<file path="config.mk">
export PLATFORM = sky130hd
export DESIGN_NAME = i2c_txn_sched
export DESIGN_NICKNAME = d
export VERILOG_FILES = /design/src/rtl/i2c_txn_sched.sv
export SDC_FILE = /design/constraint.sdc
export NUM_CORES = 1
export LEC_CHECK = 0
export CORE_MARGIN = 1
export CORE_UTILIZATION = 43
export DETAILED_ROUTE_END_ITERATION = 10
export GPL_TIMING_DRIVEN = 0
export PLACE_DENSITY_LB_ADDON = 0.2
export SYNTH_ARGS = -nofsm -noshare
export SYNTH_HDL_FRONTEND = slang
export SYNTH_SLANG_ARGS = --single-unit
export TNS_END_PERCENT = 20
</file>
<file path="constraint.sdc">
create_clock -name clk -period 3.82 [get_ports clk]
set_clock_uncertainty 0.1 [all_clocks]
set_input_delay 0.573 -clock clk [delete_from_list [all_inputs] [get_ports clk]]
set_output_delay 0.573 -clock clk [all_outputs]
set_load 0.02 [all_outputs]
</file>
<file path="src/rtl/i2c_txn_sched.sv">
// -----------------------------------------------------------------------------
// i2c_txn_sched
//   Two-requester I2C single-byte transaction scheduler. A round-robin arbiter
//   picks one of two local clients. The chosen client's request is then run as
//   START / ADDR(7b + rw) / ACK / DATA / ACK / STOP on an open-drain bus.
//   Each bit lasts 4*DIVIDER clk and is split into four quarter phases.
//   SCL is pulled low in phases 0-1 and released in phases 2-3. Slave bits are
//   sampled on the last clk of phase 2.
//
//   Build option: define I2C_SCHED_STRETCH_EN to honour slave clock
//   stretching. When it is defined, the quarter counter holds while SCL is
//   released but still reads low. When it is undefined, scl_in is ignored.
//
// Parameters
//   DIVIDER  clk cycles per quarter bit period
//   CBITS    quarter counter width; must hold 4*DIVIDER-1
//
// Ports
//   clk      in   system clock (posedge)
//   rst      in   asynchronous active-high reset
//   req      in   [1:0]  level request per client
//   addr     in   [13:0] {addr1, addr0}, 7-bit slave address per client
//   rw       in   [1:0]  1 = read, 0 = write, per client
//   wdata    in   [15:0] {wdata1, wdata0}, write byte per client
//   gnt      out  [1:0]  one-cycle pulse when a request is accepted
//   done     out  [1:0]  one-cycle pulse when a transaction ends
//   rdata    out  [7:0]  read byte; valid from done until the next gnt
//   nack     out  slave NACK seen in an ACK slot; held until the next gnt
//   busy     out  high from the gnt cycle through the done cycle
//   scl_in   in   SCL pad level
//   sda_in   in   SDA pad level
//   scl_oe   out  1 = pull SCL low
//   sda_oe   out  1 = pull SDA low
// -----------------------------------------------------------------------------
module i2c_txn_sched #(
   parameter int DIVIDER = 3500,
   parameter int CBITS   = 14
) (
   input  logic        clk,
   input  logic        rst,
   input  logic [1:0]  req,
   input  logic [13:0] addr,
   input  logic [1:0]  rw,
   input  logic [15:0] wdata,
   output logic [1:0]  gnt,
   output logic [1:0]  done,
   output logic [7:0]  rdata,
   output logic        nack,
   output logic        busy,
   input  logic        scl_in,
   input  logic        sda_in,
   output logic        scl_oe,
   output logic        sda_oe
);

   localparam logic [2:0] S_IDLE  = 3'd0;
   localparam logic [2:0] S_START = 3'd1;
   localparam logic [2:0] S_ADDR  = 3'd2;
   localparam logic [2:0] S_AACK  = 3'd3;
   localparam logic [2:0] S_DATA  = 3'd4;
   localparam logic [2:0] S_DACK  = 3'd5;
   localparam logic [2:0] S_STOP  = 3'd6;

   localparam logic [CBITS-1:0] LP_Q1   = CBITS'(DIVIDER);
   localparam logic [CBITS-1:0] LP_Q2   = CBITS'(2 * DIVIDER);
   localparam logic [CBITS-1:0] LP_Q3   = CBITS'(3 * DIVIDER);
   localparam logic [CBITS-1:0] LP_SMP  = CBITS'(3 * DIVIDER - 1);
   localparam logic [CBITS-1:0] LP_LAST = CBITS'(4 * DIVIDER - 1);

   logic [2:0]       r_state;
   logic [CBITS-1:0] r_cnt;
   logic [2:0]       r_bitn;
   logic             r_sel;
   logic             r_last;
   logic [1:0]       r_gnt;
   logic [1:0]       r_done;
   logic             r_nack;
   logic [7:0]       r_rdata;
   logic [7:0]       r_sh;
   logic [7:0]       r_wdata;
   logic             r_rw;

   logic [1:0]       w_phase;
   logic             w_scl_oe;
   logic             w_sda_oe;
   logic             w_hold;
   logic             w_adv;
   logic             w_last;
   logic             w_sample;
   logic             w_grant;
   logic             w_pick;

   // Quarter phase of the current bit
   always_comb begin
      w_phase = 2'd3;
      if (r_cnt < LP_Q1)      w_phase = 2'd0;
      else if (r_cnt < LP_Q2) w_phase = 2'd1;
      else if (r_cnt < LP_Q3) w_phase = 2'd2;
   end

   // Bus drive decode; state and bit shifts only change at phase-0 entry,
   // so SDA moves only while SCL is low (except the START/STOP edges)
   always_comb begin
      w_scl_oe = 1'b0;
      w_sda_oe = 1'b0;
      case (r_state)
         S_START: w_sda_oe = w_phase[1];
         S_ADDR: begin
            w_scl_oe = ~w_phase[1];
            w_sda_oe = ~r_sh[7];
         end
         S_AACK:  w_scl_oe = ~w_phase[1];
         S_DATA: begin
            w_scl_oe = ~w_phase[1];
            w_sda_oe = ~r_rw & ~r_sh[7];
         end
         S_DACK:  w_scl_oe = ~w_phase[1];
         S_STOP: begin
            w_scl_oe = (w_phase == 2'd0);
            w_sda_oe = (w_phase != 2'd3);
         end
         default: begin
            w_scl_oe = 1'b0;
            w_sda_oe = 1'b0;
         end
      endcase
   end

`ifdef I2C_SCHED_STRETCH_EN
   // A slave holding SCL low after release freezes the bit timing
   assign w_hold = w_phase[1] & ~w_scl_oe & ~scl_in;
`else
   // Fixed timing: scl_in is masked off entirely
   assign w_hold = w_phase[1] & ~w_scl_oe & ~scl_in & 1'b0;
`endif

   assign w_adv    = ~w_hold;
   assign w_last   = (r_cnt == LP_LAST) & w_adv;
   assign w_sample = (r_cnt == LP_SMP) & w_adv;

   // No new grant in the done cycle, so a client's stale level request is
   // not re-accepted; it may request again in the following cycle.
   assign w_grant = (r_state == S_IDLE) & ~(|r_done) & (|req);
   // Last-granted client loses a tie
   assign w_pick  = (req == 2'b11) ? ~r_last : req[1];

   // Control: FSM, timing and status outputs
   always_ff @(posedge clk or posedge rst) begin
      if (rst) begin
         r_state <= S_IDLE;
         r_cnt   <= '0;
         r_bitn  <= 3'd0;
         r_sel   <= 1'b0;
         r_last  <= 1'b1;
         r_gnt   <= 2'b00;
         r_done  <= 2'b00;
         r_nack  <= 1'b0;
         r_rdata <= 8'h00;
      end else begin
         r_gnt  <= 2'b00;
         r_done <= 2'b00;
         if (r_state == S_IDLE) begin
            r_cnt <= '0;
            if (w_grant) begin
               r_sel   <= w_pick;
               r_last  <= w_pick;
               r_gnt   <= w_pick ? 2'b10 : 2'b01;
               r_nack  <= 1'b0;
               r_rdata <= 8'h00;
               r_bitn  <= 3'd0;
               r_state <= S_START;
            end
         end else begin
            if (w_adv) r_cnt <= w_last ? '0 : r_cnt + 1'b1;
            if (w_sample) begin
               if ((r_state == S_AACK) || ((r_state == S_DACK) && !r_rw))
                  r_nack <= r_nack | sda_in;
               if ((r_state == S_DATA) && r_rw)
                  r_rdata <= {r_rdata[6:0], sda_in};
            end
            if (w_last) begin
               case (r_state)
                  S_START: begin
                     r_bitn  <= 3'd0;
                     r_state <= S_ADDR;
                  end
                  S_ADDR: begin
                     if (r_bitn == 3'd7) r_state <= S_AACK;
                     else                r_bitn  <= r_bitn + 3'd1;
                  end
                  S_AACK: begin
                     r_bitn  <= 3'd0;
                     r_state <= r_nack ? S_STOP : S_DATA;
                  end
                  S_DATA: begin
                     if (r_bitn == 3'd7) r_state <= S_DACK;
                     else                r_bitn  <= r_bitn + 3'd1;
                  end
                  S_DACK:  r_state <= S_STOP;
                  S_STOP: begin
                     r_done  <= r_sel ? 2'b10 : 2'b01;
                     r_state <= S_IDLE;
                  end
                  default: r_state <= S_IDLE;
               endcase
            end
         end
      end
   end

   // Datapath: outgoing byte shifter, loaded at grant and after the address ACK
   always_ff @(posedge clk) begin
      if (w_grant) begin
         r_sh    <= w_pick ? {addr[13:7], rw[1]} : {addr[6:0], rw[0]};
         r_wdata <= w_pick ? wdata[15:8] : wdata[7:0];
         r_rw    <= w_pick ? rw[1] : rw[0];
      end else if (w_last) begin
         case (r_state)
            S_ADDR:  r_sh <= {r_sh[6:0], 1'b0};
            S_AACK:  r_sh <= r_wdata;
            S_DATA:  r_sh <= {r_sh[6:0], 1'b0};
            default: r_sh <= r_sh;
         endcase
      end
   end

   assign gnt    = r_gnt;
   assign done   = r_done;
   assign rdata  = r_rdata;
   assign nack   = r_nack;
   assign busy   = (r_state != S_IDLE) | (|r_done);
   assign scl_oe = w_scl_oe;
   assign sda_oe = w_sda_oe;

endmodule
</file>
-- Word-level counts from Yosys, hierarchy flattened
Index checks and enable logic that the tools add are counted.
- $add $sub $neg: 2
- $mul: 0
- div/mod/pow operators: 0
- order comparisons: 3
- equality and inequality tests: 15
- shift-type cells: 0
- multiplexer cells: 41
- bitwise operators: 10
- reduce and logical (&&, ||, !) cells: 25
- operators with widths (kind ; number):
    2-to-1 mux 8 bit ; 8
    == test 14 bit (second input constant) ; 2
    2-to-1 mux 14 bit ; 2
    2-to-1 mux 3 bit ; 9
    2-to-1 mux 2 bit ; 10
    one-hot mux 8 bit (2 select lines) ; 1
    one-hot mux 3 bit (5 select lines) ; 1
    adder 14 x 1 -> 14 bit (second input constant) ; 1
    < comparator 14 x 12 -> 1 bit (second input constant) ; 1
    < comparator 14 x 13 -> 1 bit (second input constant) ; 1
    < comparator 14 bit (second input constant) ; 1
    == test 3 bit (second input constant) ; 4
    nonzero test 2 bit ; 5
    nonzero test 3 bit ; 3
    AND reduction 4 bit ; 2
    OR reduction 2 bit ; 4
    2-to-1 mux 1 bit ; 7
    == test 3 x 2 -> 1 bit (second input constant) ; 2
    != test 3 bit (second input constant) ; 2
    one-hot mux 3 bit (2 select lines) ; 1
    AND reduction 3 bit ; 2
    inverter 1 bit ; 5
    != test 2 bit (second input constant) ; 2
    one-hot mux 1 bit (4 select lines) ; 1
    other kinds (14) ; 19
- register bits after elaboration: 52
- latch bits: 0
- RAM bits: 0
- bits in read-only memories: 0
- input bits: 38
- output and inout port bits: 16
- logic and storage cells: 108
- memories kept: 0

-- Depth between registers and ports, before layout
Gate-level depths: netlist (run 1).
- depth in word-level cells: 6
- depth in mapped cells: 10
- depth with buffers taken out: 6

-- Worst setup path before layout (run 1)
No wires, ideal clock.
- kind: register to register
- start point: reg r_cnt[6]
- end point: reg r_sh[0], enable pin
- arrival time: 2.169 ns
- required time: 3.336 ns
- setup slack: 1.167 ns
- stages on the path, launching flop included: 6
- buffers on the path: 1
- cell sequence: dfrtp_1 and4bb_2 nand3_1 or4_1 buf_2 o21ai_0
- word-level cells in the longest chain between the ends: 3
- RTL lines (what ; RTL line ; source):
    from (decl) ; 71 ; logic [CBITS-1:0] r_cnt;
    from (signal assigned) ; 174 ; if (w_adv) r_cnt <= w_last ? '0 : r_cnt + 1'b1;
    == test 14 bit ; 138 ; assign w_last = (r_cnt == LP_LAST) & w_adv;
    nonzero test 2 bit (no source line) ; - ;
    AND reduction 2 bit (no source line) ; - ;
    to (signal assigned) ; 214 ; r_sh <= w_pick ? {addr[13:7], rw[1]} : {addr[6:0], rw[0]};
    to (signal assigned) ; 219 ; S_ADDR: r_sh <= {r_sh[6:0], 1'b0};
    to (signal assigned) ; 220 ; S_AACK: r_sh <= r_wdata;
    to (decl) ; 79 ; logic [7:0] r_sh;
No other way between the ends.
A chain may end at the register's enable or synchronous reset.

-- Worst setup path in the final report (run 1)
- start point: reg r_cnt[6]
- end point: reg r_sh[7], enable pin
The elaborated chain is that of the path after synthesis.

==> results.ini, run 1 <==
[status]
status = finished, final reports clean

[grt]
grt_max_degree = 21
grt_pass1_vias = 2033
grt_use_total_pct = 19.20
grt_pass1_wl_microns = 9618
gr-total-overflow = 0
antenna_found_initial = 0

[worst_setup_path]
start_kind = flip-flop
worst-setup-path-type = flip-flop to flip-flop
worstPathRequired_ns = 3.64
arrival_ns = 3.00
endpoint_kind = flip-flop
path_max_fanout = 10

[cells_and_area]
final_area_sq_um = 3420
layout-drive-gt1-share_pct = 6.548
num-nets-final = 376
syn_to_final_growth_pct = 26.88
num_antenna_cells = 0
fillers = 536

[min_path]
hold_class = flip-flop to flip-flop

[sta]
fmax_ghz = 0.3138
finalMaxSlewViolations = 0
tightest_slew_ns = 1.252
setup_tns_ns = 0
fin_crit_ns = 3.187
timing.final.crit_share_pct = 83.42
setup_viol_count_final = 0
relSlewSlack_pct = 15.62
hold-worst-slack_ns = 0.3359
final-hold-violation-count = 0
rsz0062_at_grt = false

[power_and_ir_drop]
total_power_w = 0.0009493
p_per_area_nw_per_um2 = 277.6
cellLeakagePower_nw = 1.501
ir_drop_mv = 0.1558

[place]
placed_cell_area_sq_um = 3337
portBuffers = 52
gp_congestion = 0.8228
dp_hpwl_microns = 4211

[synthesis]
yosysWarnings = 0
yosysUniqueCellTypes = 46
synthCells = 275
synth_area_per_cell_sq_um = 9.800
ys_ff_latch = 52
async_flop_share_pct = 67.31
synthesis.nets = 316
ys_seq_area_share_pct = 51.49
ys.flop_type = dfrtp_1
netlist_area_sq_um = 2695
synth_enable_flop_cells = 17

[flow_run]
cap_violations = 0

[clocking]
cts_resized = 0
cts.sink_count = 52
cts.clk_slew.worst_paths_ns = 0.09
postCtsHoldBufs = 0
htreeDepth = 2
cts_buffers = 5
root_buffer = clkbuf_8
cts_buffer_depth = 2
post_cts_buffers = 0
tritoncts = yes
clk_latency_ns = 0.31

[detailed_routing]
firstDrtPassIters = 5
drt-initial-drc-count = 93
num_vias = 2146
ant_nets = 0
drcViolationCount = 0
wire_per_inst_microns = 13.96
drt-total-wl_microns = 5739
drt-vias-per-instance = 5.221

[floorplan]
ios = 54
die_h_microns = 81.17
start_util_pct = 44.99
die_area_sq_um = 6589
core_area_sq_um = 5991
die_x_microns = 81.17
num_rows = 28

## cell type report
cell class	count	area, sq um	share of cell area [%]
timing repair buffer	53	548.0	16.03
multi-input combinational	188	1134	33.15
tap	75	93.84	2.744
sequential	52	1388	40.58
clock buffer	5	68.82	2.012
buffer	17	101.3	2.964
clock inverter	3	13.76	0.4025
inverter	18	72.57	2.122
## cell families (layout without fill, tap and decap cells)
logic type | count (synthesis) | count (layout) | synth area share, %
flip-flops | 52 | 52 | 51.49
XOR/XNOR | 12 | 12 | 3.900
AO/OA/AOI/OAI | 38 | 38 | 9.658
buffers and inverters | 35 | 96 | 6.453
AND/OR/NAND/NOR | 115 | 115 | 19.45
multiplexers | 20 | 20 | 7.660
adder cells (fa/ha/maj) | 3 | 3 | 1.393
## critical path: stages (launching register included)
cell and delay [ns]:
dfrtp_1 0.47, and4bb_2 0.32, nand3_1 0.07, or4_1 0.61, buf_2 0.24, o21ai_0 0.99
## metal layers
layer	wire (microns)	track usage [%]
met1	2674	25.58
met2	2696	31.34
met3	315	4.494
met4	52	4.821
met5	0	0
## power by group
| group | internal, W | switching (W) |
|---|---|---|
| Sequential | 0.000577 | 0.00000100 |
| Combinational | 0.0000423 | 0.0000259 |
| Clock | 0.000125 | 0.000178 |
| Total | 0.000744 | 0.000205 |
## stage by stage
step / instances / util [%] / worst slack (ns)
after floorplan: 275 / - / 1.167
after global placement: 402 / 55.24 / 0.7119
after detailed placement: 403 / 55.70 / 0.6346
after CTS: 411 / 57.08 / 0.6128
after global routing: 411 / 57.08 / 0.5065
final: 411 / 57.08 / 0.6333
## cells in the final DEF (no fill, tap or decap), drive strengths merged, types with 2 or more instances in the layout
master	instances
a21oi	6
a32oi	7
and2	3
and3	4
buf	12
clkbuf	11
clkdlybuf4s50	52
clkinv	4
dfrtp	34
edfxtp	17
ha	3
inv	17
mux2	2
mux2i	18
nand2	45
nand2b	4
nand3	12
nor2	28
nor3	8
nor4	3
o211ai	2
o21ai	13
or3	2
xnor2	9
xor2	3
## Yosys cell counts (all sizes together) (2+ instances only)
library cell  instances  area [sq um]
xnor2                 9         78.83
nand2b                4         25.02
nand2                45         168.9
nor3                  8         40.04
inv                  17         63.81
or3                   2         12.51
mux2i                18         180.2
mux2                  2         26.27
o211ai                2         15.01
buf                  11         78.82
nand3                12         60.06
ha                    3         37.54
nor2                 28         105.1
nor4                  3         18.77
and3                  4         25.02
xor2                  3         26.28
o21ai                13         76.33
dfrtp                34         850.8
and2                  3         18.77
a21oi                 6         30.03
clkbuf                6         22.52
a32oi                 7         61.31
edfxtp               17         510.5
## registers in the layout (all words and copies together) (netlist names)
register / flops
r_state: 3
gnt: 2
rdata: 8
r_last: 1
r_wdata: 8
r_sel: 1
nack: 1
r_rw: 1
done: 2
r_cnt: 14
r_bitn: 3
r_sh: 8
## worst paths after layout
path	start	endpoint	slack, ns	depth (start not counted)
worst min register to register	r_sel	done[0]	0.34	1
max in group asynchronous	rst	rdata[1]	2.49	3
worst max-delay path	r_cnt[6]	r_sh[7]	0.63	5
min in group asynchronous	rst	r_cnt[11]	0.58	2
worst max register to register	r_cnt[6]	r_sh[7]	0.63	5
worst min-delay path	r_sel	done[0]	0.34	1
Note: power is estimated with default switching activity, not from simulation.
==> inputs of run 2 (changes only) <==
==> constraint.sdc (replaced) <==
create_clock -name clk -period 3.1 [get_ports clk]
set_clock_uncertainty 0.1 [all_clocks]
set_input_delay 0.465 -clock clk [delete_from_list [all_inputs] [get_ports clk]]
set_output_delay 0.465 -clock clk [all_outputs]
set_load 0.02 [all_outputs]
==> run 2 against run 1 <==
Register-to-register slack worse by 0.37 ns. Hold slack hardly changed. Clock-buffer cell count stayed put. Cell area hardly changed. Wire length stayed put. Die area stayed put. Power is 23% higher. Highest routed layer unchanged.
==> results.ini, run 2 (synthesis gave the netlist of run 1 again) <==
[worst_setup_path]
regToRegSetupSlack_ns = 0.26
arrival_ns = 2.36
worst-setup-path-type = flip-flop to output port
endpoint_kind = output port
worstPathRequired_ns = 2.53
start_kind = flip-flop
path_max_fanout = 8

[grt]
grt_pass1_vias = 2030
grt_util_met3_pct = 4.494
use_met1_pct = 25.58
busiest_layer = met2
grt_pass1_wl_microns = 9604
antenna_found_initial = 0
grt_max_degree = 21
grt_use_total_pct = 19.18
gr-total-overflow = 0
grtUsageMet2_pct = 31.26

[detailed_routing]
num_vias = 2111
drcViolationCount = 0
drt-initial-drc-count = 114
firstDrtPassIters = 4
wire_per_inst_microns = 14.03
ant_nets = 0
drt-total-wl_microns = 5739
drt-vias-per-instance = 5.161

[floorplan]
die_h_microns = 81.17
core_area_sq_um = 5991
die_x_microns = 81.17
start_util_pct = 44.99
die_area_sq_um = 6589
num_rows = 28
ios = 54

[sta]
final-hold-violation-count = 0
setup_viol_count_final = 0
relSlewSlack_pct = 46.13
timing.final.crit_share_pct = 94.33
tightest_slew_ns = 0.8027
fin_crit_ns = 2.924
setup_tns_ns = 0
fmax_ghz = 0.3420
rsz0062_at_grt = false
finalMaxSlewViolations = 0

[place]
dp_hpwl_microns = 4211
place_inst = 403
portBuffers = 52
gp_congestion = 0.8228

[cells_and_area]
syn_to_final_growth_pct = 26.93
largest_reg_flops = 14
final_cell_mix = clkdlybuf4s50_1, nand2_1, dfrtp_1
num-nets-final = 374
fillers = 536
layout_commonest_cell = clkdlybuf4s50_1
finalNonFillerCells = 409
num_antenna_cells = 0
largest_register = r_cnt
layout-drive-gt1-share_pct = 6.886

[clocking]
clk_latency_ns = 0.30
htreeDepth = 2
cts_resized = 1
root_buffer = clkbuf_8
cts_buffer_depth = 2
cts.clk_slew.worst_paths_ns = 0.09
post_cts_buffers = 0
tritoncts = yes
postCtsHoldBufs = 0
cts_buffers = 5
cts.sink_count = 52

[power_and_ir_drop]
cellLeakagePower_nw = 1.517
p_per_area_nw_per_um2 = 341.9
ir_drop_mv = 0.1920

[flow_run]
cap_violations = 0

[status]
status = finished, final reports clean

[min_path]
hold_class = flip-flop to flip-flop

-- run 2: layout make-up --
class	count	area (sq um)	share of cell area, %
Sequential cell	52	1388	40.56
Multi-Input combinational cell	188	1140	33.32
Timing Repair Buffer	53	550.5	16.09
Buffer	15	93.84	2.743
Tap cell	75	93.84	2.743
Inverter	18	72.57	2.121
Clock buffer	5	68.82	2.012
Clock inverter	3	13.76	0.4023
-- run 2: per-stage QoR --
| stage | area (sq um) | utilization (%) | power, W | setup WS, ns | hold slack, ns |
|---|---|---|---|---|---|
| 2_1_floorplan | 2695 | - | 0.0007521 | 0.4467 | 0.3122 |
| 3_3_place_gp | 3309 | 55.24 | 0.0008064 | -0.008063 | 0.3165 |
| 3_5_place_dp | 3337 | 55.70 | 0.0008119 | -0.08545 | 0.3287 |
| 4_1_cts | 3420 | 57.08 | 0.001187 | 0.1267 | 0.3419 |
| 5_1_grt | 3421 | 57.10 | 0.001229 | 0.01712 | 0.3749 |
| 6_report | 3421 | 57.10 | 0.001170 | 0.1759 | 0.3360 |
-- run 2: routing by layer --
layer	share of wire (%)	vias up
met5	0	-
li1	-	1061
met2	47	76
met3	5.8	5
met1	47	969
met4	0.89	0
-- run 2: power breakdown --
group | total [W] | internal [W] | switching, W
Clock | 0.000374 | 0.000154 | 0.000220
Sequential | 0.000712 | 0.000711 | 0.00000123
Combinational | 0.0000840 | 0.0000521 | 0.0000319
-- run 2: worst max-delay path, cell delays in order (launching register included) --
cell             delay [ns]
dfrtp_1                0.33
clkbuf_1               0.30
and3_1                 0.25
o311a_1                0.15
nor2_1                 0.05
o41ai_1                0.30
clkdlybuf4s50_1        0.67
-- run 2: worst paths after layout --
path,startpoint,endpoint,depth (start not counted)
setup / recovery,r_cnt[7],sda_oe,6
hold / removal,r_sel,done[0],1
setup reg to reg,r_cnt[6],r_sh[7],5
hold reg to reg,r_sel,done[0],1
max in group asynchronous,rst,rdata[1],3
min in group asynchronous,rst,r_cnt[11],2
